<file path="config.mk">
export PLATFORM = sky130hd
export DESIGN_NAME = pipe_ctrl_regs
export DESIGN_NICKNAME = d
export VERILOG_FILES = /design/src/rtl/pipe_ctrl_regs.sv
export SDC_FILE = /design/constraint.sdc
export NUM_CORES = 1
export LEC_CHECK = 0
export ABC_AREA = 1
export BUFFER_PORTS_ARGS = -buffer_cell sky130_fd_sc_hd__buf_2
export CORE_MARGIN = 2
export CORE_UTILIZATION = 55
export CTS_BUF_LIST = sky130_fd_sc_hd__clkbuf_2
export DETAILED_ROUTE_END_ITERATION = 16
export PLACE_DENSITY_LB_ADDON = 0.25
export SYNTH_ARGS = -nofsm -noshare
export SYNTH_HDL_FRONTEND = slang
export SYNTH_SLANG_ARGS = --single-unit
</file>
<file path="constraint.sdc">
create_clock -name clk -period 1.88 [get_ports clk]
set_clock_uncertainty 0.2 [all_clocks]
set_input_delay 0.282 -clock clk [delete_from_list [all_inputs] [get_ports clk]]
set_output_delay 0.282 -clock clk [all_outputs]
set_load 0.01 [all_outputs]
</file>
<file path="src/rtl/pipe_ctrl_regs.sv">
// Control-side pipeline latches (EX/MEM/WB), PC and IF/ID enables, and the
// data-memory wait freeze. Optional macro PIPE_PERF_CNT_EN adds perf counters.
module pipe_ctrl_regs #(
    parameter int REG_ADDR_W = 5,
    parameter int MAX_WAIT   = 15
) (
    input  logic                  clk,
    input  logic                  rst_n,
    input  logic                  id_wreg,
    input  logic                  id_mem2reg,
    input  logic                  id_wmem,
    input  logic                  id_jal,
    input  logic [REG_ADDR_W-1:0] id_regw_addr,
    input  logic                  stall,
    input  logic                  branch,
    input  logic                  dmem_busy,
    output logic                  exe_wreg,
    output logic                  exe_mem2reg,
    output logic                  exe_wmem,
    output logic                  exe_jal,
    output logic [REG_ADDR_W-1:0] exe_regw_addr,
    output logic                  mem_wreg,
    output logic                  mem_mem2reg,
    output logic                  mem_wmem,
    output logic [REG_ADDR_W-1:0] mem_regw_addr,
    output logic                  wb_wreg,
    output logic                  wb_mem2reg,
    output logic [REG_ADDR_W-1:0] wb_regw_addr,
    output logic                  pc_we,
    output logic                  ifid_we,
    output logic                  ifid_flush,
    output logic [1:0]            state,
    output logic                  mem_timeout
`ifdef PIPE_PERF_CNT_EN
    ,
    output logic [15:0]           perf_stall_cnt,
    output logic [15:0]           perf_flush_cnt,
    output logic [15:0]           perf_wait_cnt
`endif
);

    typedef enum logic [1:0] {
        ST_RUN        = 2'd0,
        ST_LOAD_STALL = 2'd1,
        ST_MEM_WAIT   = 2'd2,
        ST_FLUSH      = 2'd3
    } state_t;

    localparam logic [7:0] MAX_WAIT_C = 8'(MAX_WAIT);

    function automatic logic [15:0] sat_inc16(input logic [15:0] v);
        if (v == 16'hFFFF) begin
            sat_inc16 = v;
        end else begin
            sat_inc16 = v + 16'd1;
        end
    endfunction

    state_t                  r_state;
    state_t                  w_act;

    logic                    r_ex_valid;
    logic                    r_ex_wreg;
    logic                    r_ex_mem2reg;
    logic                    r_ex_wmem;
    logic                    r_ex_jal;
    logic [REG_ADDR_W-1:0]   r_ex_regw_addr;

    logic                    r_mem_valid;
    logic                    r_mem_wreg;
    logic                    r_mem_mem2reg;
    logic                    r_mem_wmem;
    logic [REG_ADDR_W-1:0]   r_mem_regw_addr;

    logic                    r_wb_valid;
    logic                    r_wb_wreg;
    logic                    r_wb_mem2reg;
    logic [REG_ADDR_W-1:0]   r_wb_regw_addr;

    logic [7:0]              r_wait_cnt;
    logic                    r_mem_timeout;
    logic                    w_wait_hit;

    // State register: records the action taken on the previous edge.
    always_ff @(posedge clk or negedge rst_n) begin
        if (!rst_n) begin
            r_state <= ST_RUN;
        end else begin
            r_state <= w_act;
        end
    end

    // Next-state / action select: busy > stall > branch > normal.
    always_comb begin
        w_act = ST_RUN;
        if (dmem_busy) begin
            w_act = ST_MEM_WAIT;
        end else if (stall) begin
            w_act = ST_LOAD_STALL;
        end else if (branch) begin
            w_act = ST_FLUSH;
        end else begin
            w_act = ST_RUN;
        end
    end

    // Front-end enables follow the current action; forced low while in reset.
    always_comb begin
        pc_we      = 1'b0;
        ifid_we    = 1'b0;
        ifid_flush = 1'b0;
        if (!rst_n) begin
            pc_we      = 1'b0;
            ifid_we    = 1'b0;
            ifid_flush = 1'b0;
        end else begin
            case (w_act)
                ST_RUN: begin
                    pc_we   = 1'b1;
                    ifid_we = 1'b1;
                end
                ST_FLUSH: begin
                    pc_we      = 1'b1;
                    ifid_we    = 1'b1;
                    ifid_flush = 1'b1;
                end
                ST_LOAD_STALL: begin
                    pc_we   = 1'b0;
                    ifid_we = 1'b0;
                end
                ST_MEM_WAIT: begin
                    pc_we   = 1'b0;
                    ifid_we = 1'b0;
                end
                default: begin
                    pc_we      = 1'b0;
                    ifid_we    = 1'b0;
                    ifid_flush = 1'b0;
                end
            endcase
        end
    end

    // EX stage latch: holds on freeze, takes a bubble on stall, else loads ID.
    always_ff @(posedge clk or negedge rst_n) begin
        if (!rst_n) begin
            r_ex_valid     <= 1'b0;
            r_ex_wreg      <= 1'b0;
            r_ex_mem2reg   <= 1'b0;
            r_ex_wmem      <= 1'b0;
            r_ex_jal       <= 1'b0;
            r_ex_regw_addr <= {REG_ADDR_W{1'b0}};
        end else begin
            case (w_act)
                ST_RUN, ST_FLUSH: begin
                    r_ex_valid     <= 1'b1;
                    r_ex_wreg      <= id_wreg;
                    r_ex_mem2reg   <= id_mem2reg;
                    r_ex_wmem      <= id_wmem;
                    r_ex_jal       <= id_jal;
                    r_ex_regw_addr <= id_regw_addr;
                end
                ST_LOAD_STALL: begin
                    r_ex_valid     <= 1'b0;
                    r_ex_wreg      <= 1'b0;
                    r_ex_mem2reg   <= 1'b0;
                    r_ex_wmem      <= 1'b0;
                    r_ex_jal       <= 1'b0;
                    r_ex_regw_addr <= {REG_ADDR_W{1'b0}};
                end
                default: begin
                    r_ex_valid <= r_ex_valid;
                end
            endcase
        end
    end

    // MEM stage latch: holds on freeze, otherwise takes EX.
    always_ff @(posedge clk or negedge rst_n) begin
        if (!rst_n) begin
            r_mem_valid     <= 1'b0;
            r_mem_wreg      <= 1'b0;
            r_mem_mem2reg   <= 1'b0;
            r_mem_wmem      <= 1'b0;
            r_mem_regw_addr <= {REG_ADDR_W{1'b0}};
        end else if (w_act != ST_MEM_WAIT) begin
            r_mem_valid     <= r_ex_valid;
            r_mem_wreg      <= r_ex_wreg;
            r_mem_mem2reg   <= r_ex_mem2reg;
            r_mem_wmem      <= r_ex_wmem;
            r_mem_regw_addr <= r_ex_regw_addr;
        end else begin
            r_mem_valid <= r_mem_valid;
        end
    end

    // WB stage latch: invalidated during freeze so the register file is written once.
    always_ff @(posedge clk or negedge rst_n) begin
        if (!rst_n) begin
            r_wb_valid     <= 1'b0;
            r_wb_wreg      <= 1'b0;
            r_wb_mem2reg   <= 1'b0;
            r_wb_regw_addr <= {REG_ADDR_W{1'b0}};
        end else if (w_act == ST_MEM_WAIT) begin
            r_wb_valid <= 1'b0;
        end else begin
            r_wb_valid     <= r_mem_valid;
            r_wb_wreg      <= r_mem_wreg;
            r_wb_mem2reg   <= r_mem_mem2reg;
            r_wb_regw_addr <= r_mem_regw_addr;
        end
    end

    // Timeout fires on the busy edge that brings the run length up to MAX_WAIT.
    assign w_wait_hit = (r_wait_cnt >= (MAX_WAIT_C - 8'd1));

    // Busy-run counter (saturating) and sticky timeout flag.
    always_ff @(posedge clk or negedge rst_n) begin
        if (!rst_n) begin
            r_wait_cnt    <= 8'd0;
            r_mem_timeout <= 1'b0;
        end else if (dmem_busy) begin
            if (r_wait_cnt < MAX_WAIT_C) begin
                r_wait_cnt <= r_wait_cnt + 8'd1;
            end else begin
                r_wait_cnt <= r_wait_cnt;
            end
            if (w_wait_hit) begin
                r_mem_timeout <= 1'b1;
            end else begin
                r_mem_timeout <= r_mem_timeout;
            end
        end else begin
            r_wait_cnt    <= 8'd0;
            r_mem_timeout <= r_mem_timeout;
        end
    end

`ifdef PIPE_PERF_CNT_EN
    logic [15:0] r_perf_stall;
    logic [15:0] r_perf_flush;
    logic [15:0] r_perf_wait;

    // Saturating event counters, one per non-run action.
    always_ff @(posedge clk or negedge rst_n) begin
        if (!rst_n) begin
            r_perf_stall <= 16'd0;
            r_perf_flush <= 16'd0;
            r_perf_wait  <= 16'd0;
        end else begin
            case (w_act)
                ST_LOAD_STALL: r_perf_stall <= sat_inc16(r_perf_stall);
                ST_FLUSH:      r_perf_flush <= sat_inc16(r_perf_flush);
                ST_MEM_WAIT:   r_perf_wait  <= sat_inc16(r_perf_wait);
                default:       r_perf_stall <= r_perf_stall;
            endcase
        end
    end

    assign perf_stall_cnt = r_perf_stall;
    assign perf_flush_cnt = r_perf_flush;
    assign perf_wait_cnt  = r_perf_wait;
`endif

    assign exe_wreg      = r_ex_valid & r_ex_wreg;
    assign exe_mem2reg   = r_ex_valid & r_ex_mem2reg;
    assign exe_wmem      = r_ex_valid & r_ex_wmem;
    assign exe_jal       = r_ex_valid & r_ex_jal;
    assign exe_regw_addr = r_ex_regw_addr & {REG_ADDR_W{r_ex_valid}};

    assign mem_wreg      = r_mem_valid & r_mem_wreg;
    assign mem_mem2reg   = r_mem_valid & r_mem_mem2reg;
    assign mem_wmem      = r_mem_valid & r_mem_wmem;
    assign mem_regw_addr = r_mem_regw_addr & {REG_ADDR_W{r_mem_valid}};

    assign wb_wreg       = r_wb_valid & r_wb_wreg;
    assign wb_mem2reg    = r_wb_valid & r_wb_mem2reg;
    assign wb_regw_addr  = r_wb_regw_addr & {REG_ADDR_W{r_wb_valid}};

    assign state         = r_state;
    assign mem_timeout   = r_mem_timeout;

endmodule

</file>
==> results of run 1 <==
## per-stage QoR
step	instance area, µm²	hold slack (ns)	utilization, %	setup slack, ns	instances
floorplan	1790	-0.2136	-	0.1601	221
global placement	2032	0.1863	66.02	0.1920	304
detailed placement	2032	0.1816	66.02	0.1270	304
CTS	2193	0.02862	71.26	0.1245	324
global route	2196	0.02600	71.34	0.09557	324
finish	2196	0.03611	71.34	0.1973	324
## synth_stat cells
master,count
dfrtp_1,38
o21bai_1,1
buf_2,2
inv_1,58
o21ai_0,10
ha_1,5
nand3_1,3
nor2_2,2
nand4_1,2
nand2_1,72
nor2_1,6
xor2_1,1
a21oi_1,2
o22ai_1,8
clkbuf_1,2
nand3b_1,1
o21ai_2,1
or2_1,1
buf_6,3
buf_4,2
nor2_4,1
## worst reg2reg max path, stage by stage, from the launching register on
cell and delay (ns):
dfrtp_1 0.48, ha_1 0.23, inv_1 0.07, nor2_2 0.04
nor2_2 0.25, nor2_4 0.07, nand2_1 0.06, nand2_1 0.05
## logic make-up after synthesis
kind of cell             count (synthesis)
AND/OR/NAND/NOR                         88
buffers and inverters                   67
flip-flops                              38
AO/OA/AOI/OAI                           22
adder cells (fa/ha/maj)                  5
XOR/XNOR                                 1
## sequential cells by signal (all words and copies together) (netlist names), 2 cells and up
register	cells
r_ex_regw_addr	5
state	2
r_mem_regw_addr	5
r_wait_cnt	8
r_wb_regw_addr	5
## how the worst min path moves through the flow
stage               slack, ns                 to  startpoint  cells past startpoint
floorplan               -0.21        mem_timeout       rst_n                      0
global placement         0.19  r_ex_regw_addr[3]       rst_n                      2
detailed placement       0.18           state[0]       rst_n                      2
CTS                      0.03         r_wb_valid   dmem_busy                      3
global route             0.03         r_wb_valid   dmem_busy                      3
finish                   0.04         r_wb_valid   dmem_busy                      3
## where the power goes
| part | switching [mW] | total [mW] | internal, mW |
|---|---|---|---|
| Sequential | 0.0780 | 0.992 | 0.914 |
| Clock | 0.263 | 0.348 | 0.0847 |
| Combinational | 0.203 | 0.356 | 0.153 |
| Total | 0.544 | 1.70 | 1.15 |
## repair_timing
item / in CTS / in global routing
resized for setup: 0 / 2
endpoints found under the hold margin: 49 / 0
hold buffers: 12 / 0
endpoints found under the setup margin: 0 / 8
## area by class of cell
cell class / instances / area, µm² / area share (%)
Clock buffer: 5 / 25.02 / 1.140
Tap cell: 44 / 55.05 / 2.507
Clock inverter: 3 / 16.27 / 0.7407
Inverter: 58 / 217.7 / 9.915
Timing Repair Buffer: 60 / 372.9 / 16.98
Multi-Input combinational cell: 116 / 555.5 / 25.30
Sequential cell: 38 / 953.4 / 43.42
## per-layer routing
metal | part of all wire (%) | global-route usage, % | vias up
li1 | - | - | 759
met1 | 45 | 27.45 | 662
met2 | 49 | 33.74 | 49
met3 | 5.5 | 6.933 | 4
met4 | 1.1 | 7.453 | 0
met5 | 0 | 0 | -
==> impl_metrics.yaml, run 1 <==
status:
  outcome: "completed"
clock_tree:
  htreeDepth: 2
  bufs_on_longest_clock_path: 2
  postCtsSetupRepairBufs: 0
  cts_root_buffer_type: "clkbuf_2"
  cts_tree: "yes"
  numClockSinks: 38
  clock_pin_slew_reported_for_the_worst_setup_and_hold_paths_after_clock_tree_synthesis_ns: 0.20
  cts_buffers: 5
  worstSkewPairLatency_ns: 0.39
setup_path:
  path_class: "flip-flop to output port"
  path_delay_family: "flip-flops"
  cp.buffers_inverters: 2
  required_ns: 1.40
  critPathMaxStageDelay_ns: 0.52
  worst_setup_path_endpoint: "exe_regw_addr[2]"
  timing.reg2reg.worst_path_depth: 7
  cp_slowest_cell: "dfrtp_2"
  arrival_time_of_data_at_the_critical_path_endpoint_ns: 1.20
  end_kind: "output port"
  critical_path.startpoint: "r_ex_valid"
  cp_max_fo: 10
  rr_startpoint: "r_wait_cnt[1]"
  cp_cell_sequence: "nand2_1 > inv_1 > buf_2"
  worst-r2r-setup-slack_ns: 0.33
  path_depth: 3
  rr_endpoint: "r_wait_cnt[2]"
  crit_path_start_kind: "flip-flop"
global_route:
  grt_pass1_wl_um: 5685
  global_route.overflow_total: 0
  grt_max_degree: 39
  via_count_of_the_first_global_routing_pass: 1317
  grt_antenna_before_repair: 0
  grt_util_all_layers_pct: 21.21
drt:
  wire_per_inst_um: 10.29
  dr.first_iter.drc_count: 40
  avgViaCountPerCell: 4.549
  detail_route.drc_violations: 0
  antenna_violating_nets_post_route: 0
  routed_wirelength_um: 3335
  drt_first_pass_iters: 4
  vias: 1474
final_layout:
  mostFrequentLayoutCell: "nand2_1"
  syn_to_final_growth_pct: 22.64
  fillCellCount: 255
  fin_nets: 298
  layout.cells.most_common_list: "72 x nand2_1, 58 x inv_1, 43 x buf_2"
  diodes: 0
  post_route_cells_drive_above_1_share_pct: 21.79
timing:
  min_period_ns: 1.683
  slew_viol_final: 0
  finalCritPeriodShare_pct: 89.50
  maxClockFrequency_ghz: 0.5943
  finalHoldViolations: 0
  grt_setup_unrepaired: "no"
  tightest_slew_ns: 0.4566
  final_sum_of_negative_setup_slack_ns: 0
  timing.final.setup_violations: 0
  timing.slew.headroom_pct: 69.56
die:
  rows: 20
  dieHeight_um: 61.06
  initial_core_util_pct: 58.17
  chipWidth_um: 61.06
  io_pins: 44
  core_area_mm2: 0.003078
  design.die.area_mm2: 0.003728
synthesis:
  dominant_combinational_cell_family_by_area_after_synthesis: "simple AND/OR/NAND/NOR gates"
  netlist.top_cell.by_area: "dfrtp_1"
  synth_nets: 240
  number_of_warning_messages_in_the_yosys_log: 0
  synth-simple-area-share_pct: 19.99
  yosysSeqAreaShare_pct: 53.11
  netlist_instances: 221
  post-synth-top-area-fraction_pct: 53.11
  postSynthAreaPerCell_um2: 8.102
  post_synth_instance_area_mm2: 0.001790
  post_synth_xor_area_fraction_pct: 0.4892
  post_synth_mux_area_share_pct: 0
  flops_latches_synth: 38
  synth.distinct_cells: 21
  synth_fa_ha_area_share_pct: 3.494
  synth_compound_gate_area_share_pct: 7.058
  synth_area_leaders: "dfrtp_1 53%, nand2_1 15%, inv_1 12%"
power_and_ir_drop:
  cellPowerDensity_mw_per_mm2: 772.4
  irDropWorstVdd_v: 0.0005745
  p_leak_nw: 1.425
  report.power.total_mw: 1.696
hold_path:
  worst_hold_path_type: "input port to flip-flop"
placed_design:
  dp_hpwl_um: 2238
  place.gp.congestion: 0.8054
  port-buffer-count: 43
run:
  drv.max_cap_violation_count: 0
Power figures use the tool's default switching activity.
==> run 2: changes to the inputs <==
--- a/config.mk
+++ b/config.mk
@@ -8,9 +8,10 @@
 export ABC_AREA = 1
 export BUFFER_PORTS_ARGS = -buffer_cell sky130_fd_sc_hd__buf_2
 export CORE_MARGIN = 2
-export CORE_UTILIZATION = 55
+export CORE_UTILIZATION = 59
 export CTS_BUF_LIST = sky130_fd_sc_hd__clkbuf_2
 export DETAILED_ROUTE_END_ITERATION = 16
+export HOLD_SLACK_MARGIN = 0.1
 export PLACE_DENSITY_LB_ADDON = 0.25
 export SYNTH_ARGS = -nofsm -noshare
 export SYNTH_HDL_FRONTEND = slang
==> constraint.sdc (replaced) <==
create_clock -name clk -period 2.1 [get_ports clk]
set_clock_uncertainty 0.2 [all_clocks]
set_input_delay 0.315 -clock clk [delete_from_list [all_inputs] [get_ports clk]]
set_output_delay 0.315 -clock clk [all_outputs]
set_load 0.05 [all_outputs]
==> impl_metrics.yaml, run 2 (synthesized netlist as in run 1, its figures left out) <==
power_and_ir_drop:
  report.power.total_mw: 1.700
  cellPowerDensity_mw_per_mm2: 782.2
  p_leak_nw: 1.417
  irDropWorstVdd_v: 0.0005249
timing:
  tightest_slew_ns: 0.4730
  grt_setup_unrepaired: "no"
  timing.final.setup_violations: 0
  final_sum_of_negative_setup_slack_ns: 0
  finalHoldViolations: 0
  hold_ws_ns: 0.2967
  min_period_ns: 1.952
  timing.slew.headroom_pct: 68.43
  finalCritPeriodShare_pct: 92.94
  maxClockFrequency_ghz: 0.5124
  slew_viol_final: 0
placed_design:
  place.gp.congestion: 0.7194
  port-buffer-count: 43
  dp_hpwl_um: 2320
  dp_cells: 289
setup_path:
  cp_slowest_cell: "ha_1"
  cp_max_fo: 4
  critPathMaxStageDelay_ns: 0.29
  cp_cell_sequence: "buf_2 > inv_1 > a21oi_2 > inv_1 > ha_1 > nand2_1 > clkinvlp_4 > buf_2"
  arrival_time_of_data_at_the_critical_path_endpoint_ns: 1.44
  required_ns: 1.58
  cp.buffers_inverters: 5
  end_kind: "output port"
  path_class: "input port to output port"
  crit_path_start_kind: "input port"
  path_delay_family: "buffers and inverters"
drt:
  detail_route.drc_violations: 0
  wire_per_inst_um: 11.16
  vias: 1490
  dr.first_iter.drc_count: 31
  antenna_violating_nets_post_route: 0
  routed_wirelength_um: 3449
  avgViaCountPerCell: 4.822
  drt_first_pass_iters: 4
die:
  core_area_mm2: 0.002829
  rows: 19
  initial_core_util_pct: 63.29
  dieHeight_um: 59.09
  io_pins: 44
  chipWidth_um: 59.09
  design.die.area_mm2: 0.003492
global_route:
  grt_antenna_before_repair: 0
  grt_util_all_layers_pct: 22.83
  via_count_of_the_first_global_routing_pass: 1421
  global_route.overflow_total: 0
  grt_max_degree: 39
  grt_pass1_wl_um: 5899
clock_tree:
  cts_root_buffer_type: "clkbuf_2"
  bufs_on_longest_clock_path: 2
  clock_pin_slew_reported_for_the_worst_setup_and_hold_paths_after_clock_tree_synthesis_ns: 0.16
  cts_tree: "yes"
  numClockSinks: 38
  htreeDepth: 2
  cts_resized: 0
  worstSkewPairLatency_ns: 0.36
  cts_buffers: 5
final_layout:
  fin_cells: 309
  mostFrequentLayoutCell: "nand2_1"
  fin_nets: 297
  layout.cells.most_common_list: "72 x nand2_1, 57 x inv_1, 43 x buf_2"
  post_route_cells_drive_above_1_share_pct: 21.22
  diodes: 0
  finish.utilization_pct: 76.82
  largest_register_ffs: 8
  syn_to_final_growth_pct: 21.38
  largest-register: "r_wait_cnt"
status:
  outcome: "completed"
hold_path:
  worst_hold_path_type: "flip-flop to flip-flop"
run:
  drv.max_cap_violation_count: 0
-- run 2: changes by cell type in the layout (fill, tap and decap cells not counted) --
cell and change:
clkinv_2 -1, clkinv_1 -1, clkbuf_2 +2, a21oi_1 -1, dlygate4sd3_1 +1, dfrtp_2 -2
dfrtp_1 +2, buf_4 -2, inv_1 -1, a21oi_2 +1
-- run 2: power by group --
| group | internal, mW | switching (mW) |
|---|---|---|
| sequential | 0.817 | 0.0658 |
| combinational | 0.136 | 0.376 |
| clock | 0.0870 | 0.217 |
| total | 1.04 | 0.660 |
-- run 2: worst paths after layout --
check | from | end | slack [ns] | cells past startpoint
setup / recovery | branch | ifid_we | 0.15 | 8
hold / removal | r_wb_regw_addr[2] | r_wb_regw_addr[2] | 0.30 | 2
setup reg to reg | r_wait_cnt[0] | r_wait_cnt[2] | 0.55 | 7
hold reg to reg | r_wb_regw_addr[2] | r_wb_regw_addr[2] | 0.30 | 2
max in group asynchronous | rst_n | r_ex_regw_addr[1] | 0.98 | 3
min in group asynchronous | rst_n | r_mem_wreg | 0.39 | 3
-- run 2: cell type report --
| type | instances | area, µm² |
|---|---|---|
| clock buffers | 7 | 35.03 |
| fillers | 200 | 655.6 |
| inverters | 58 | 221.5 |
| multi-input cells | 116 | 559.3 |
| flip-flops and latches | 38 | 950.9 |
| well taps | 31 | 38.79 |
| repair buffers | 59 | 367.9 |
-- run 2: repair_timing --
item                                   in CTS  in global routing
hold buffers                               13                  0
setup buffers                               0                  0
endpoints found under the hold margin      50                  0
-- run 2: per-layer routing --
metal,wire length (µm),share of wire [%],vias to the layer above,GRT usage (%)
met1,1551,45,687,28.84
li1,-,-,756,-
met2,1689,49,43,37.14
met3,166,4.8,4,6.987
met4,42,1.2,0,8.442
met5,0,0,-,0
-- run 2: worst reg2reg max path, delay by kind of cell, from the launching register on --
kind | cells | cell delay [ns]
buf+inv | 1 | 0.08
flops | 1 | 0.46
fa+ha+maj | 1 | 0.24
simple gates | 5 | 0.48
-- run 2: through the flow --
step                area, µm²  worst slack [ns]
finish                   2173            0.1484
global route             2173           0.04502
CTS                      2173            0.1685
detailed placement       2008            0.1696
global placement         2008            0.2299
floorplan                1805           0.06071
==> run 3: changes to the inputs <==
--- a/config.mk
+++ b/config.mk
@@ -8,7 +8,7 @@
 export ABC_AREA = 1
 export BUFFER_PORTS_ARGS = -buffer_cell sky130_fd_sc_hd__buf_2
 export CORE_MARGIN = 2
-export CORE_UTILIZATION = 59
+export CORE_UTILIZATION = 55
 export CTS_BUF_LIST = sky130_fd_sc_hd__clkbuf_2
 export DETAILED_ROUTE_END_ITERATION = 16
 export HOLD_SLACK_MARGIN = 0.1
==> impl_metrics.yaml, run 3 (synthesized netlist as in run 1, its figures left out) <==
status:
  outcome: "completed"
setup_path:
  required_ns: 1.58
  end_kind: "output port"
  critical_path.startpoint: "branch"
  arrival_time_of_data_at_the_critical_path_endpoint_ns: 1.42
  rr_startpoint: "r_wait_cnt[0]"
  path_class: "input port to output port"
  cp_max_fo: 4
  crit_path_start_kind: "input port"
timing:
  slew_viol_final: 0
  finalCritPeriodShare_pct: 92.01
  maxClockFrequency_ghz: 0.5175
  min_period_ns: 1.932
  finalHoldViolations: 0
  timing.slew.headroom_pct: 68.32
  grt_setup_unrepaired: "no"
  timing.final.setup_violations: 0
  tightest_slew_ns: 0.4746
  final_sum_of_negative_setup_slack_ns: 0
  postLayoutSetupSlackWorst_ns: 0.1677
clock_tree:
  cts_tree: "yes"
  bufs_on_longest_clock_path: 2
  htreeDepth: 2
  cts_root_buffer_type: "clkbuf_2"
  clock_pin_slew_reported_for_the_worst_setup_and_hold_paths_after_clock_tree_synthesis_ns: 0.16
  cts_resized: 0
  hold_buffers: 13
  numClockSinks: 38
  worstSkewPairLatency_ns: 0.38
  cts_buffers: 5
  postCtsSetupRepairBufs: 0
drt:
  detail_route.drc_violations: 0
  wire_per_inst_um: 10.18
  avgViaCountPerCell: 4.461
  drt_first_pass_iters: 4
  routed_wirelength_um: 3289
  dr.first_iter.drc_count: 35
  vias: 1441
  antenna_violating_nets_post_route: 0
final_layout:
  largest-register: "r_wait_cnt"
  syn_to_final_growth_pct: 22.50
  largest_register_ffs: 8
  mostFrequentLayoutCell: "nand2_1"
  multiInputGateArea_um2: 559.3
  fin_nets: 297
  layout.cells.most_common_list: "72 x nand2_1, 57 x inv_1, 43 x buf_2"
  finish.utilization_pct: 71.26
  fillCellCount: 257
  fin_cells: 323
  post_route_cells_drive_above_1_share_pct: 21.15
  regArea_um2: 950.9
  diodes: 0
run:
  drv.max_cap_violation_count: 0
power_and_ir_drop:
  cellPowerDensity_mw_per_mm2: 773.3
  p_leak_nw: 1.418
  p_sw_mw: 0.6611
  pwr-share-clk_pct: 17.9
  reg_power_share_pct: 52.0
  power.internal_mw: 1.035
  comb_power_share_pct: 30.1
  swShare_pct: 38.97
  irDropWorstVdd_v: 0.0006294
global_route:
  grt_max_degree: 39
  via_count_of_the_first_global_routing_pass: 1319
  grt_pass1_wl_um: 5437
  grt_antenna_before_repair: 0
  grt_util_all_layers_pct: 20.50
  global_route.overflow_total: 0
placed_design:
  port-buffer-count: 43
  dp_hpwl_um: 2240
  dp_worst_setup_slack_ns: 0.1683
  dp_cells: 302
  place.gp.congestion: 0.6986
hold_path:
  hold_start: "r_wait_cnt[4]"
  worst_hold_path_type: "flip-flop to flip-flop"
die:
  dieHeight_um: 61.06
  rows: 20
  io_pins: 44
  initial_core_util_pct: 58.17
  design.die.area_mm2: 0.003728
  core_area_mm2: 0.003078
  chipWidth_um: 61.06
## run 3: cell types whose count changed in the layout (fill, tap and decap cells not counted), sizes merged
cell,delta
clkbuf,-1
clkinv,+2
## run 3: worst max-delay path, cell delays in order
cell and delay, ns:
buf_2 0.09, inv_1 0.04, a21oi_2 0.20, inv_1 0.07
ha_1 0.28, nand2_1 0.10, clkinvlp_4 0.09, buf_2 0.21
## run 3: final cells by class
type	count	share of cell area (%)
timing repair buffer	59	16.77
tap	44	2.510
clock inverter	2	0.3993
multi-input combinational	116	25.50
inverter	58	10.10
sequential	38	43.35
clock buffer	6	1.369
## run 3: final timing paths
kind                                 end  slack, ns  cells after the start
max                              ifid_we       0.17                      8
min                        r_wait_cnt[4]       0.29                      2
max reg2reg                r_wait_cnt[3]       0.56                      7
min reg2reg                r_wait_cnt[4]       0.29                      2
max in group asynchronous     r_mem_wreg       1.05                      3
min in group asynchronous       state[1]       0.30                      3
## run 3: power by group through the flow
stage	Combinational [mW]	Clock (mW)	Sequential, mW
after global placement	0.484	0	0.893
after CTS	0.514	0.312	0.883
final	0.511	0.303	0.882
after floorplan	0.393	0	0.886
after global routing	0.558	0.346	0.896
after detailed placement	0.492	0	0.898
## run 3: per-stage QoR
step	hold slack, ns	power (mW)	cell area (µm²)
2_1_floorplan	-0.1806	1.278	1805
3_3_place_gp	0.2192	1.377	2024
3_5_place_dp	0.2179	1.390	2024
4_1_cts	0.2909	1.709	2193
5_1_grt	0.3147	1.800	2193
6_report	0.2895	1.696	2193
## run 3: metal layers
layer / wire, µm / GRT usage (%) / vias up
met1: 1469 / 24.82 / 636
met4: 67 / 8.385 / 0
li1: - / - / 752
met3: 193 / 7.353 / 6
met2: 1558 / 33.43 / 47
met5: 0 / 0 / -
